[src/rtl/versat_addrgen_pkg.sv]
// Shared definitions for the Versat address generators: state encoding and
// the byte-offset width derived from the element size.
package versat_addrgen_pkg;

    localparam logic [1:0] IDLE  = 2'd0;
    localparam logic [1:0] DELAY = 2'd1;
    localparam logic [1:0] RUN   = 2'd2;
    localparam logic [1:0] DONE  = 2'd3;

    typedef enum logic [1:0] {
        ST_IDLE  = IDLE,
        ST_DELAY = DELAY,
        ST_RUN   = RUN,
        ST_DONE  = DONE
    } state_t;

    // Number of address bits covered by one element (log2 of bytes per element).
    function automatic int offset_w(input int data_w);
        return $clog2(data_w / 32'sd8);
    endfunction

endpackage

[src/rtl/multi_loop_address_gen_if.sv]
// Configuration and address handshake bundle between a Versat unit and its
// nested-loop address generator.
interface multi_loop_address_gen_if #(
    parameter int ADDR_W   = 10,
    parameter int PERIOD_W = 10,
    parameter int ITER_W   = 10,
    parameter int DELAY_W  = 32
);
    logic                       run;
    logic [PERIOD_W-1:0]        period;
    logic [ITER_W-1:0]          iterations;
    logic [DELAY_W-1:0]         delay;
    logic [ADDR_W-1:0]          start;
    logic signed [ADDR_W-1:0]   incr;
    logic signed [ADDR_W-1:0]   shift;
    logic                       valid;
    logic                       ready;
    logic [ADDR_W-1:0]          addr;
    logic                       last;
    logic                       done;

    modport master (
        input  run, period, iterations, delay, start, incr, shift, ready,
        output valid, addr, last, done
    );

    modport slave (
        output run, period, iterations, delay, start, incr, shift, ready,
        input  valid, addr, last, done
    );
endinterface

[src/rtl/multi_loop_address_gen_loop_counter.sv]
// Single loop level: counts enabled steps up to limit-1 and wraps to zero,
// reporting whether the current and the upcoming count are the terminal one.
module loop_counter #(
    parameter int W = 10
) (
    input  logic         clk,
    input  logic         rst,
    input  logic         clr,
    input  logic         en,
    input  logic [W-1:0] limit,
    output logic         terminal,
    output logic         terminal_nxt
);
    logic [W-1:0] count_r;
    logic [W-1:0] count_nxt_s;

    // Next count: clear wins, otherwise step with wrap at the terminal count.
    always_comb begin
        count_nxt_s = count_r;
        if (clr) begin
            count_nxt_s = '0;
        end else if (en) begin
            if (terminal) begin
                count_nxt_s = '0;
            end else begin
                count_nxt_s = count_r + {{(W-1){1'b0}}, 1'b1};
            end
        end else begin
            count_nxt_s = count_r;
        end
    end

    // Compared one bit wider so a full-scale limit cannot alias through overflow.
    assign terminal     = ({1'b0, count_r} + {{W{1'b0}}, 1'b1}) == {1'b0, limit};
    assign terminal_nxt = ({1'b0, count_nxt_s} + {{W{1'b0}}, 1'b1}) == {1'b0, limit};

    // Count register.
    always_ff @(posedge clk or posedge rst) begin
        if (rst) begin
            count_r <= '0;
        end else begin
            count_r <= count_nxt_s;
        end
    end
endmodule

[src/rtl/multi_loop_address_gen.sv]
// Two-level nested-loop byte address generator with start delay, last flag
// and restart on run; loop counts and steps are in element units.
module multi_loop_address_gen
    import versat_addrgen_pkg::*;
#(
    parameter int ADDR_W   = 10,
    parameter int PERIOD_W = 10,
    parameter int ITER_W   = 10,
    parameter int DELAY_W  = 32,
    parameter int DATA_W   = 32
) (
    input  logic                     clk,
    input  logic                     rst,
    multi_loop_address_gen_if.master bus
);
    localparam int OFFSET_W = offset_w(DATA_W);
    localparam logic [DELAY_W-1:0]  DLY_ONE = {{(DELAY_W-1){1'b0}}, 1'b1};
    localparam logic [PERIOD_W-1:0] PER_ONE = {{(PERIOD_W-1){1'b0}}, 1'b1};
    localparam logic [ITER_W-1:0]   ITR_ONE = {{(ITER_W-1){1'b0}}, 1'b1};

    state_t                   state_r;
    logic                     valid_r;
    logic                     last_r;
    logic                     done_r;
    logic [ADDR_W-1:0]        addr_r;
    logic [DELAY_W-1:0]       dcnt_r;
    logic [PERIOD_W-1:0]      period_r;
    logic [ITER_W-1:0]        iter_r;
    logic signed [ADDR_W-1:0] incr_r;
    logic signed [ADDR_W-1:0] shift_r;

    logic signed [ADDR_W-1:0] step_s;
    logic signed [ADDR_W-1:0] wrap_s;
    logic                     xfer_s;
    logic                     in_term_s;
    logic                     in_term_nxt_s;
    logic                     out_term_s;
    logic                     out_term_nxt_s;
    logic                     last_nxt_s;

    // A run in the same cycle restarts the sequence, so it never counts as a step.
    assign xfer_s     = (state_r == ST_RUN) && valid_r && bus.ready && !bus.run;
    assign last_nxt_s = in_term_nxt_s && out_term_nxt_s;

    loop_counter #(.W(PERIOD_W)) u_inner (
        .clk          (clk),
        .rst          (rst),
        .clr          (bus.run),
        .en           (xfer_s),
        .limit        (period_r),
        .terminal     (in_term_s),
        .terminal_nxt (in_term_nxt_s)
    );

    loop_counter #(.W(ITER_W)) u_outer (
        .clk          (clk),
        .rst          (rst),
        .clr          (bus.run),
        .en           (xfer_s && in_term_s),
        .limit        (iter_r),
        .terminal     (out_term_s),
        .terminal_nxt (out_term_nxt_s)
    );

    // Element steps scaled to bytes; sums wrap modulo 2^ADDR_W.
    always_comb begin
        step_s = incr_r <<< OFFSET_W;
        wrap_s = (incr_r + shift_r) <<< OFFSET_W;
    end

    // Sequencer: configuration capture, start delay, address stepping, completion.
    always_ff @(posedge clk or posedge rst) begin
        if (rst) begin
            state_r  <= ST_IDLE;
            valid_r  <= 1'b0;
            last_r   <= 1'b0;
            done_r   <= 1'b0;
            addr_r   <= '0;
            dcnt_r   <= '0;
            period_r <= '0;
            iter_r   <= '0;
            incr_r   <= '0;
            shift_r  <= '0;
        end else if (bus.run) begin
            addr_r   <= bus.start;
            period_r <= bus.period;
            iter_r   <= bus.iterations;
            incr_r   <= bus.incr;
            shift_r  <= bus.shift;
            last_r   <= 1'b0;
            done_r   <= 1'b0;
            if ((bus.period == '0) || (bus.iterations == '0)) begin
                state_r <= ST_DONE;
                valid_r <= 1'b0;
                done_r  <= 1'b1;
            end else if (bus.delay == '0) begin
                state_r <= ST_RUN;
                valid_r <= 1'b1;
                last_r  <= (bus.period == PER_ONE) && (bus.iterations == ITR_ONE);
            end else begin
                state_r <= ST_DELAY;
                valid_r <= 1'b0;
                dcnt_r  <= bus.delay - DLY_ONE;
            end
        end else begin
            case (state_r)
                ST_IDLE: begin
                    valid_r <= 1'b0;
                end
                ST_DELAY: begin
                    if (dcnt_r == '0) begin
                        state_r <= ST_RUN;
                        valid_r <= 1'b1;
                        last_r  <= last_nxt_s;
                    end else begin
                        dcnt_r <= dcnt_r - DLY_ONE;
                    end
                end
                ST_RUN: begin
                    if (xfer_s) begin
                        if (in_term_s && out_term_s) begin
                            state_r <= ST_DONE;
                            valid_r <= 1'b0;
                            done_r  <= 1'b1;
                            last_r  <= 1'b0;
                        end else begin
                            addr_r <= addr_r + (in_term_s ? wrap_s : step_s);
                            last_r <= last_nxt_s;
                        end
                    end
                end
                ST_DONE: begin
                    valid_r <= 1'b0;
                    done_r  <= 1'b1;
                end
                default: begin
                    state_r <= ST_IDLE;
                    valid_r <= 1'b0;
                    last_r  <= 1'b0;
                    done_r  <= 1'b0;
                end
            endcase
        end
    end

    assign bus.valid = valid_r;
    assign bus.addr  = addr_r;
    assign bus.last  = last_r;
    assign bus.done  = done_r;
endmodule

[src/flat_wrapper.sv]
// flat-port wrapper written by rule: the top's interface ports become plain ports
module multi_loop_address_gen_flat import versat_addrgen_pkg::*;
#(
    parameter int ADDR_W   = 10,
    parameter int PERIOD_W = 10,
    parameter int ITER_W   = 10,
    parameter int DELAY_W  = 32,
    parameter int DATA_W   = 32
)
  (clk, rst, bus_run, bus_period, bus_iterations, bus_delay, bus_start, bus_incr, bus_shift, bus_ready, bus_valid, bus_addr, bus_last, bus_done);
  multi_loop_address_gen_if #(.ADDR_W(ADDR_W), .PERIOD_W(PERIOD_W), .ITER_W(ITER_W), .DELAY_W(DELAY_W)) bus_i ();
  input  logic clk;
  input  logic rst;
  input wire logic [$bits(bus_i.run)-1:0] bus_run;
  input wire logic [$bits(bus_i.period)-1:0] bus_period;
  input wire logic [$bits(bus_i.iterations)-1:0] bus_iterations;
  input wire logic [$bits(bus_i.delay)-1:0] bus_delay;
  input wire logic [$bits(bus_i.start)-1:0] bus_start;
  input wire logic [$bits(bus_i.incr)-1:0] bus_incr;
  input wire logic [$bits(bus_i.shift)-1:0] bus_shift;
  input wire logic [$bits(bus_i.ready)-1:0] bus_ready;
  output wire logic [$bits(bus_i.valid)-1:0] bus_valid;
  output wire logic [$bits(bus_i.addr)-1:0] bus_addr;
  output wire logic [$bits(bus_i.last)-1:0] bus_last;
  output wire logic [$bits(bus_i.done)-1:0] bus_done;
  assign bus_i.run = bus_run;
  assign bus_i.period = bus_period;
  assign bus_i.iterations = bus_iterations;
  assign bus_i.delay = bus_delay;
  assign bus_i.start = bus_start;
  assign bus_i.incr = bus_incr;
  assign bus_i.shift = bus_shift;
  assign bus_i.ready = bus_ready;
  assign bus_valid = bus_i.valid;
  assign bus_addr = bus_i.addr;
  assign bus_last = bus_i.last;
  assign bus_done = bus_i.done;
  multi_loop_address_gen #(.ADDR_W(ADDR_W), .PERIOD_W(PERIOD_W), .ITER_W(ITER_W), .DELAY_W(DELAY_W), .DATA_W(DATA_W)) u_core (.clk(clk), .rst(rst), .bus(bus_i));
endmodule
[config.mk]
export PLATFORM = sky130hd
export DESIGN_NAME = multi_loop_address_gen_flat
export DESIGN_NICKNAME = d
export VERILOG_FILES = /design/src/rtl/versat_addrgen_pkg.sv /design/src/rtl/multi_loop_address_gen_if.sv /design/src/rtl/multi_loop_address_gen_loop_counter.sv /design/src/rtl/multi_loop_address_gen.sv /design/src/flat_wrapper.sv
export SDC_FILE = /design/constraint.sdc
export NUM_CORES = 1
export LEC_CHECK = 0
export CAP_MARGIN = 20
export CORE_AREA = 2 2 145 147
export CTS_CLUSTER_SIZE = 40
export DETAILED_ROUTE_END_ITERATION = 10
export DIE_AREA = 0 0 147 149
export PLACE_DENSITY = 0.7
export SLEW_MARGIN = 25
export SYNTH_ARGS = -nofsm -noshare
export SYNTH_HDL_FRONTEND = slang
export SYNTH_SLANG_ARGS = --single-unit
[constraint.sdc]
create_clock -name clk -period 6.1 [get_ports clk]
set_input_delay 0.61 -clock clk [delete_from_list [all_inputs] [get_ports clk]]
set_output_delay 0.61 -clock clk [all_outputs]
set_load 0.005 [all_outputs]
==> results.txt, run 1 <==
----------------------------------------------------
[Clock network]
  Total CTS buffers ... 9
  Hold bufs inserted after CTS ... 0
  Clock Latency Late Sink ... about 360 ps
  Maximum clock insertion buffer count ... 2
  Clock slew at the register clock pins of the worst setup and hold paths ... approximately 80 ps
  CTS tree ... built
  CTS Root Cell ... sky130_fd_sc_hd__clkbuf_16
  Resized cells post-CTS ... 0
  CTS HTree Levels ... 3
  Number of setup buffers added after CTS ... 0
  Clock tree sinks ... 103

[Logic synthesis]
  Synth Net Count ... 1068
  Most used standard cells in the synthesized netlist ... sky130_fd_sc_hd__dfrtp_1, sky130_fd_sc_hd__nand2_1, sky130_fd_sc_hd__o21ai_0
  Number of storage elements in the synthesis netlist ... between 100 and 150
  Unique cell type count in the Yosys netlist ... 86
  Area share of the largest cell type after synthesis ... 0.3212
  Largest cells by area after synthesis ... sky130_fd_sc_hd__dfrtp_1, sky130_fd_sc_hd__o21ai_0, sky130_fd_sc_hd__xnor2_1
  Most used standard cell by instance count after synthesis ... sky130_fd_sc_hd__dfrtp_1
  Mean instance size in the synthesized netlist ... around 8.4 µm²
  Number of warnings printed during yosys synthesis ... 0
  Most instantiated flip-flop cell in the synthesis netlist ... sky130_fd_sc_hd__dfrtp_1
  Proportion of register bits with asynchronous set or reset after synthesis ... 1.000
  Number of enable-type register cells in the synthesized netlist ... 0
  Library cell occupying the most area in the post-synthesis netlist ... sky130_fd_sc_hd__dfrtp_1
  Netlist Area Pre-Place ... 0.008025 mm²
  Syn Inst Count ... 961
  Sequential fraction of the synthesis area ... 0.3212

[Critical path]
  Slowest cell on crit path ... sky130_fd_sc_hd__or4_4
  Kind of critical path ... reg -> reg
  Kind of end point of the critical path ... flop
  Worst Reg2Reg Path Length in Cells ... 16
  Required time of the worst setup path ... around 6400 ps
  Peak per-stage delay on the critical path ... between 500 and 600 ps
  Cell-by-cell trace of the critical path ... nand3_1 -> or3_1 -> and3_1 -> a31oi_1 -> a21oi_2 -> buf_4 -> o31ai_1 -> ha_1 -> inv_1 -> a211oi_1 -> xnor2_1 -> xnor2_1 -> or4_4 -> a2111oi_4 -> o2111ai_1 -> o21ai_1
  Worst setup SP type ... flop
  Worst path depth ... 16
  Arrival time at the worst endpoint ... 5300 ps
  Cell family contributing the most delay on the critical path ... compound AO/OA/AOI/OAI gates
  CP max FO ... 11
  Count of buffering cells on the critical path with inverters included ... 2
  Most common cell on crit path ... sky130_fd_sc_hd__xnor2_1

[Timing]
  Worst slew slack as a fraction of its limit ... 0.3913
  Sum of negative setup slack ... 0 ps
  Number of hold-slack violations in the final timing report ... 0
  Post-layout minimum cycle time ... roughly 5000 ps
  Least setup slack across all paths after layout ... 1085 ps
  Number of failing setup endpoints in the final timing report ... 0
  Max-slew violation total from the final report ... 0
  FMAX ... roughly 200 MHz
  Transition time at the pin with the least slew margin ... 913.1 ps
  Unrepaired setup endpoints after global routing ... no
  Setup clock skew after layout ... ~12 ps
  Final clock period utilization by the worst path ... 0.8221

[Floorplanning]
  Die footprint ... approximately 0.022 mm²
  IO Count ... just under 100
  Die outline height ... about 150 µm
  Die width ... roughly 150 µm
  Effective utilization at floorplan ... 0.3904
  Placement Rows ... 53
  Area of the core region ... 0.02056 mm²

[Drt]
  Routed vias ... approximately 7400
  Wire per inst ... 16.15 µm
  Routed wire length ... 20990 µm
  Remaining antenna violation count ... 0
  Violation count after the first detailed-route iteration ... ~500
  DR pass1 iterations ... 5
  Ratio of routed vias to standard cells ... 5.714
  DRC violations left ... 0

[Placed design]
  Placed cell count ... roughly 1300
  PortBufs ... 94
  Final HPWL from detailed placement ... roughly 15000 µm
  GP Congestion ... ~0.94
  Worst slack at placement ... approximately 1100 ps

[Worst hold path]
  Hold Path Stages ... 1
  Min-Delay Path Class ... reg -> reg

[Final layout]
  Area of the multi-input gates ... 0.005135 mm²
  Fill count ... a little over 2000
  Area growth from synthesis to layout ... 17.79%
  Total number of nets in the final design ... roughly 1100
  Number of cells in the finished layout apart from fillers ... roughly 1300
  Area occupied by registers ... between 0.002 and 0.003 mm²
  Antenna fix cells ... 0
  End-of-flow core utilization ... 0.4598
  Fraction of final layout cells with drive strength greater than 1 ... 0.08789

[Power]
  Areal power density over the cells ... roughly 200 mW/mm²
  Clock share of power ... 0.305
  Standby leakage power ... ~3.6 nW
  Power spent charging and discharging nets ... roughly 620 µW
  Sequential fraction of design power ... 0.444
  Int Pwr ... 1.286 mW
  Combinational share of power ... 0.251
  Net switching fraction of the power ... 0.3249
  Worst ir drop on vdd ... approximately 0.12 mV

[Global route]
  Antenna violations before repair ... 0
  Vias in the first global route ... between 6000 and 7000
  Total routing usage reported by global routing ... 0.1943
  First-pass GRT wire length ... around 35000 µm
  Total overflow reported by the global router ... 0
  Maximum number of pins on one net before global-route repair ... 76

[Run]
  Max-cap viol count ... 0

[Status]
  Outcome ... completed

----------------------------------------------------
[final timing paths]
path	startpoint	end	slack, ps
max in group asynchronous	rst	u_core.iter_r[8]	4220
min	u_core.bus.addr[0]	u_core.bus.addr[0]	510
min in group asynchronous	rst	u_core.shift_r[7]	640
min reg2reg	u_core.bus.addr[0]	u_core.bus.addr[0]	510
max	u_core.u_inner.count_r[2]	u_core.bus.last	1090
max reg2reg	u_core.u_inner.count_r[2]	u_core.bus.last	1090
[registers in the layout, indices dropped and copies added (netlist names), 8 cells and up]
signal                  flops
u_core.bus.addr            10
u_core.dcnt_r              32
u_core.incr_r               8
u_core.iter_r              10
u_core.period_r            10
u_core.shift_r              8
u_core.u_inner.count_r     10
u_core.u_outer.count_r     10
[area by class of cell]
type                            instances  share of cell area
Tap cell                              275             0.03640
Clock buffer                            9             0.02383
Multi-Input combinational cell        778              0.5432
Inverter                               23            0.009398
Sequential cell                       103              0.2727
Timing Repair Buffer                  104              0.1076
Clock inverter                          7            0.006883
[layer usage]
metal	wire, µm	up-vias	global-route usage	share of wire
li1	-	3638	-	-
met4	514	0	0.06106	0.024
met2	9765	207	0.3178	0.47
met3	1098	39	0.03242	0.052
met1	9607	3539	0.2647	0.46
met5	0	-	0	0
[stage by stage]
stage                     cell area [µm²]  power, mW  hold slack (ps)
after detailed placement             9163      1.336            495.2
after floorplan                      8038      1.161            461.5
after global placement               9163      1.325            477.3
final                                9453      1.905            509.0
after global routing                 9453      2.031            529.3
after CTS                            9453      1.926            513.7
[kinds of logic after synthesis]
kind of cell	count (synthesis)	share of synthesized area
and+or+nand+nor	350	0.2189
buffers and inverters	80	0.04194
AOI/OAI and AO/OA	273	0.2250
xor gates and xnor gates	92	0.1004
muxes	42	0.05800
DFF	103	0.3212
adders and majority gates	21	0.03461
[cell usage in the layout (no fill, tap or decap), drive strengths merged, types with 8 or more instances in the layout]
master         synthesis  final
dfrtp                103    103
clkdlybuf4s50          0     93
nand2                 93     93
o21ai                 89     89
nor2                  82     82
a21oi                 56     56
xnor2                 48     48
xor2                  44     44
nor3                  40     40
mux2                  36     36
inv                   23     27
nand3                 23     23
a22oi                 23     23
nor4                  23     23
ha                    19     19
nand4                 13     13
buf                   23     11
nor2b                 10     10
a31oi                 10     10
or3                   10     10
and3                   9      9
clkbuf                34      9
o31ai                  9      9
and2                   9      9
nor3b                  8      8
o22ai                  8      8
a211oi                 8      8
or4                    8      8
[power by group through the flow]
| stage | clock network [mW] | registers, mW | logic, mW |
|---|---|---|---|
| floorplan | 0 | 0.827 | 0.334 |
| global placement | 0 | 0.856 | 0.469 |
| detailed placement | 0 | 0.857 | 0.480 |
| CTS | 0.600 | 0.844 | 0.482 |
| global route | 0.633 | 0.859 | 0.539 |
| finish | 0.582 | 0.846 | 0.477 |
Note: power is estimated with default switching activity, not from simulation.
==> run 2, diff against run 1 <==
Settings changed: PLACE_DENSITY 0.7 to 0.72.
Clock period 6.1 ns to 4.35 ns, I/O delays scaled along.
==> run 2 against run 1 <==
  * Cell area rose by 4.3%
  * Utilization is 2.0 points higher
  * Flip-flop and latch count stayed put
  * Combinational power grew 47%
  * Sequential power rose by 41%
  * Final cell count up 3.0%
==> results.txt, run 2 (same netlist as run 1, synthesis figures left out) <==
----------------------------------------------------
[Status]
  Outcome ... completed

[Critical path]
  Arrival time at the worst endpoint ... 4560 ps (-740 ps)
  Cell-by-cell trace of the critical path ... nand4_1 -> or3_4 -> a2111o_1 -> or4_4 -> a211oi_4 -> nand2_2 -> o31ai_4 -> ha_1 -> xor2_1 -> nor3_1 -> o2111ai_1 -> or4_4 -> a2111oi_4 -> o2111ai_1 -> o21ai_1
  Kind of critical path ... reg -> reg
  Slowest cell on crit path ... sky130_fd_sc_hd__or4_4
  Required time of the worst setup path ... 4640 ps (-1750 ps)
  Launching element of the worst setup path ... u_core.u_inner.count_r[7]
  CP max FO ... 3 (-8)
  Kind of end point of the critical path ... flop
  Startpoint of the most critical register-to-register path ... u_core.u_inner.count_r[7]
  Peak per-stage delay on the critical path ... 480 ps (-60 ps)
  Worst setup SP type ... flop

[Clock network]
  CTS HTree Levels ... 3 (unchanged)
  Clock Latency Late Sink ... 360 ps (about the same)
  Clock tree sinks ... 103 (unchanged)
  Hold bufs inserted after CTS ... 0 (unchanged)
  Total CTS buffers ... 9 (unchanged)
  Clock slew at the register clock pins of the worst setup and hold paths ... 80 ps (about the same)
  Maximum clock insertion buffer count ... 2 (unchanged)
  CTS Root Cell ... sky130_fd_sc_hd__clkbuf_16
  CTS tree ... built

[Power]
  Clock share of power ... 0.330 (+0.025)
  Net switching fraction of the power ... 0.3159 (-0.009048)
  Combinational share of power ... 0.249 (-0.002)
  Areal power density over the cells ... 286.1 mW/mm² (+42%)
  Int Pwr ... 1.930 mW (+50%)
  Total power ... 2.821 mW (+48%)
  Power spent charging and discharging nets ... 891.2 µW (+44%)
  Worst ir drop on vdd ... 0.2004 mV (+62%)
  Standby leakage power ... 3.814 nW (+6.6%)
  Sequential fraction of design power ... 0.421 (-0.023)

[Final layout]
  Fill count ... 2015 (-0.69%)
  Fraction of final layout cells with drive strength greater than 1 ... 0.1317 (+0.04381)
  Antenna fix cells ... 0 (unchanged)
  Highest-count cells in the layout ignoring fill and taps ... sky130_fd_sc_hd__dfrtp_1, sky130_fd_sc_hd__clkdlybuf4s50_1, sky130_fd_sc_hd__nand2_1, sky130_fd_sc_hd__o21ai_0, sky130_fd_sc_hd__nor2_1
  Register bank with the most flops ... u_core.dcnt_r
  End-of-flow core utilization ... 0.4797 (+0.01990)
  Total number of nets in the final design ... 1165 (+3.5%)
  Most common cell after layout, fill and taps aside ... sky130_fd_sc_hd__dfrtp_1
  Flip-flop count of the largest register after layout ... 32 (unchanged)
  Area growth from synthesis to layout ... 22.89%

[Placed design]
  GP Congestion ... 0.8970 (-4.4%)
  Final HPWL from detailed placement ... 16340 µm (+6.8%)
  PortBufs ... 94 (unchanged)

[Floorplanning]
  Die footprint ... 0.02190 mm² (unchanged)
  Placement Rows ... 53 (unchanged)
  Area of the core region ... 0.02056 mm² (unchanged)
  Die outline height ... 149 µm (unchanged)
  Die width ... 147 µm (unchanged)
  IO Count ... 99 (unchanged)
  Effective utilization at floorplan ... 0.3904 (unchanged)

[Drt]
  Routed vias ... 7672 (+3.4%)
  Remaining antenna violation count ... 0 (unchanged)
  DR pass1 iterations ... 5 (unchanged)
  Wire per inst ... 16.81 µm (+4.1%)
  Ratio of routed vias to standard cells ... 5.734 (+0.34%)
  Violation count after the first detailed-route iteration ... 606 (+22%)
  DRC violations left ... 0 (unchanged)
  Routed wire length ... 22500 µm (+7.2%)

[Timing]
  Number of hold-slack violations in the final timing report ... 0 (unchanged)
  Max-slew violation total from the final report ... 0 (unchanged)
  Transition time at the pin with the least slew margin ... 826.4 ps (-86.64 ps)
  Post-layout minimum cycle time ... 4270 ps (-744.3 ps)
  Worst slew slack as a fraction of its limit ... 0.4491 (+0.05776)
  Setup clock skew after layout ... 10.85 ps (-1.251 ps)
  Final clock period utilization by the worst path ... 0.9817 (+0.1596)
  Number of failing setup endpoints in the final timing report ... 0 (unchanged)
  FMAX ... 234.2 MHz (+17%)
  Unrepaired setup endpoints after global routing ... yes

[Worst hold path]
  Min-Delay Path Class ... in -> reg
  Worst hold start ... bus_run

[Global route]
  Total overflow reported by the global router ... 0 (unchanged)
  Maximum number of pins on one net before global-route repair ... 67 (-12%)
  Total routing usage reported by global routing ... 0.2085 (+0.01418)
  Vias in the first global route ... 7361 (+6.4%)
  Antenna violations before repair ... 0 (unchanged)
  First-pass GRT wire length ... 37120 µm (+6.7%)

[Run]
  Max-cap viol count ... 0 (unchanged)

----------------------------------------------------
-- run 2: changes by cell type in the layout (fill, tap and decap cells not counted), sizes merged --
cell      before  now
clkinv         3    1
clkbuf         9   10
bufinv         0    2
buf           11   50
inv           27   25
clkinvlp       0    1
-- run 2: stage by stage --
| stage | area (µm²) | setup TNS (ps) | std cells | hold slack, ps | worst slack, ps |
|---|---|---|---|---|---|
| floorplan | 8155 | -62.95 | 961 | 461.5 | -35.07 |
| global placement | 9430 | 0 | 1316 | 491.9 | 87.55 |
| detailed placement | 9430 | -48.83 | 1316 | 494.4 | -28.88 |
| CTS | 9793 | 0 | 1336 | 477.8 | 11.72 |
| global route | 9862 | -105.1 | 1338 | 506.7 | -105.1 |
| finish | 9862 | 0 | 1338 | 495.4 | 79.78 |
-- run 2: metal layers --
metal	track usage	vias to the layer above	wire, µm	part of all wire
li1	-	3715	-	-
met1	0.2830	3701	10250	0.46
met2	0.3378	221	10510	0.47
met3	0.03486	35	1179	0.052
met4	0.07500	0	560	0.025
met5	0	-	0	0
-- run 2: path summary, 6_finish.rpt --
| path | end | slack, ps | cells after the start |
|---|---|---|---|
| max | u_core.bus.last | 80 | 15 |
| max in group asynchronous | u_core.iter_r[2] | 2920 | 3 |
| min in group asynchronous | u_core.shift_r[7] | 590 | 2 |
| min reg2reg | u_core.bus.addr[1] | 510 | 1 |
| min | u_core.period_r[0] | 500 | 2 |
| max reg2reg | u_core.bus.last | 80 | 15 |
-- run 2: final cells by class --
cell class                      instances  area (µm²)  share of cell area
Timing Repair Buffer                  143        1314              0.1332
Tap cell                              275       344.1             0.03489
Sequential cell                       103        2577              0.2614
Multi-Input combinational cell        778        5205              0.5278
Inverter                               23       88.84            0.009008
Clock buffer                           10       229.0             0.02322
Clock inverter                          6       103.9             0.01053
-- run 2: power by group through the flow --
stage,Clock (mW),Sequential (mW),Combinational (mW)
global placement,0,1.20,0.677
global route,0.988,1.21,0.787
floorplan,0,1.16,0.480
detailed placement,0,1.20,0.697
finish,0.931,1.19,0.702
CTS,0.961,1.19,0.700
-- run 2: critical path: cells and delay by family, from the launching register on --
family	cells	cell delay (ps)
xor gates and xnor gates	1	140
DFF	1	360
AOI/OAI and AO/OA	7	1640
adders and majority gates	1	280
and+or+nand+nor	6	1780
-- run 2: repair_timing --
| action | CTS | global route |
|---|---|---|
| resized for setup | 0 | 12 |
| endpoints found under the setup margin | 1 | 3 |
| setup buffers | 4 | 2 |
| pin swaps | 5 | 5 |
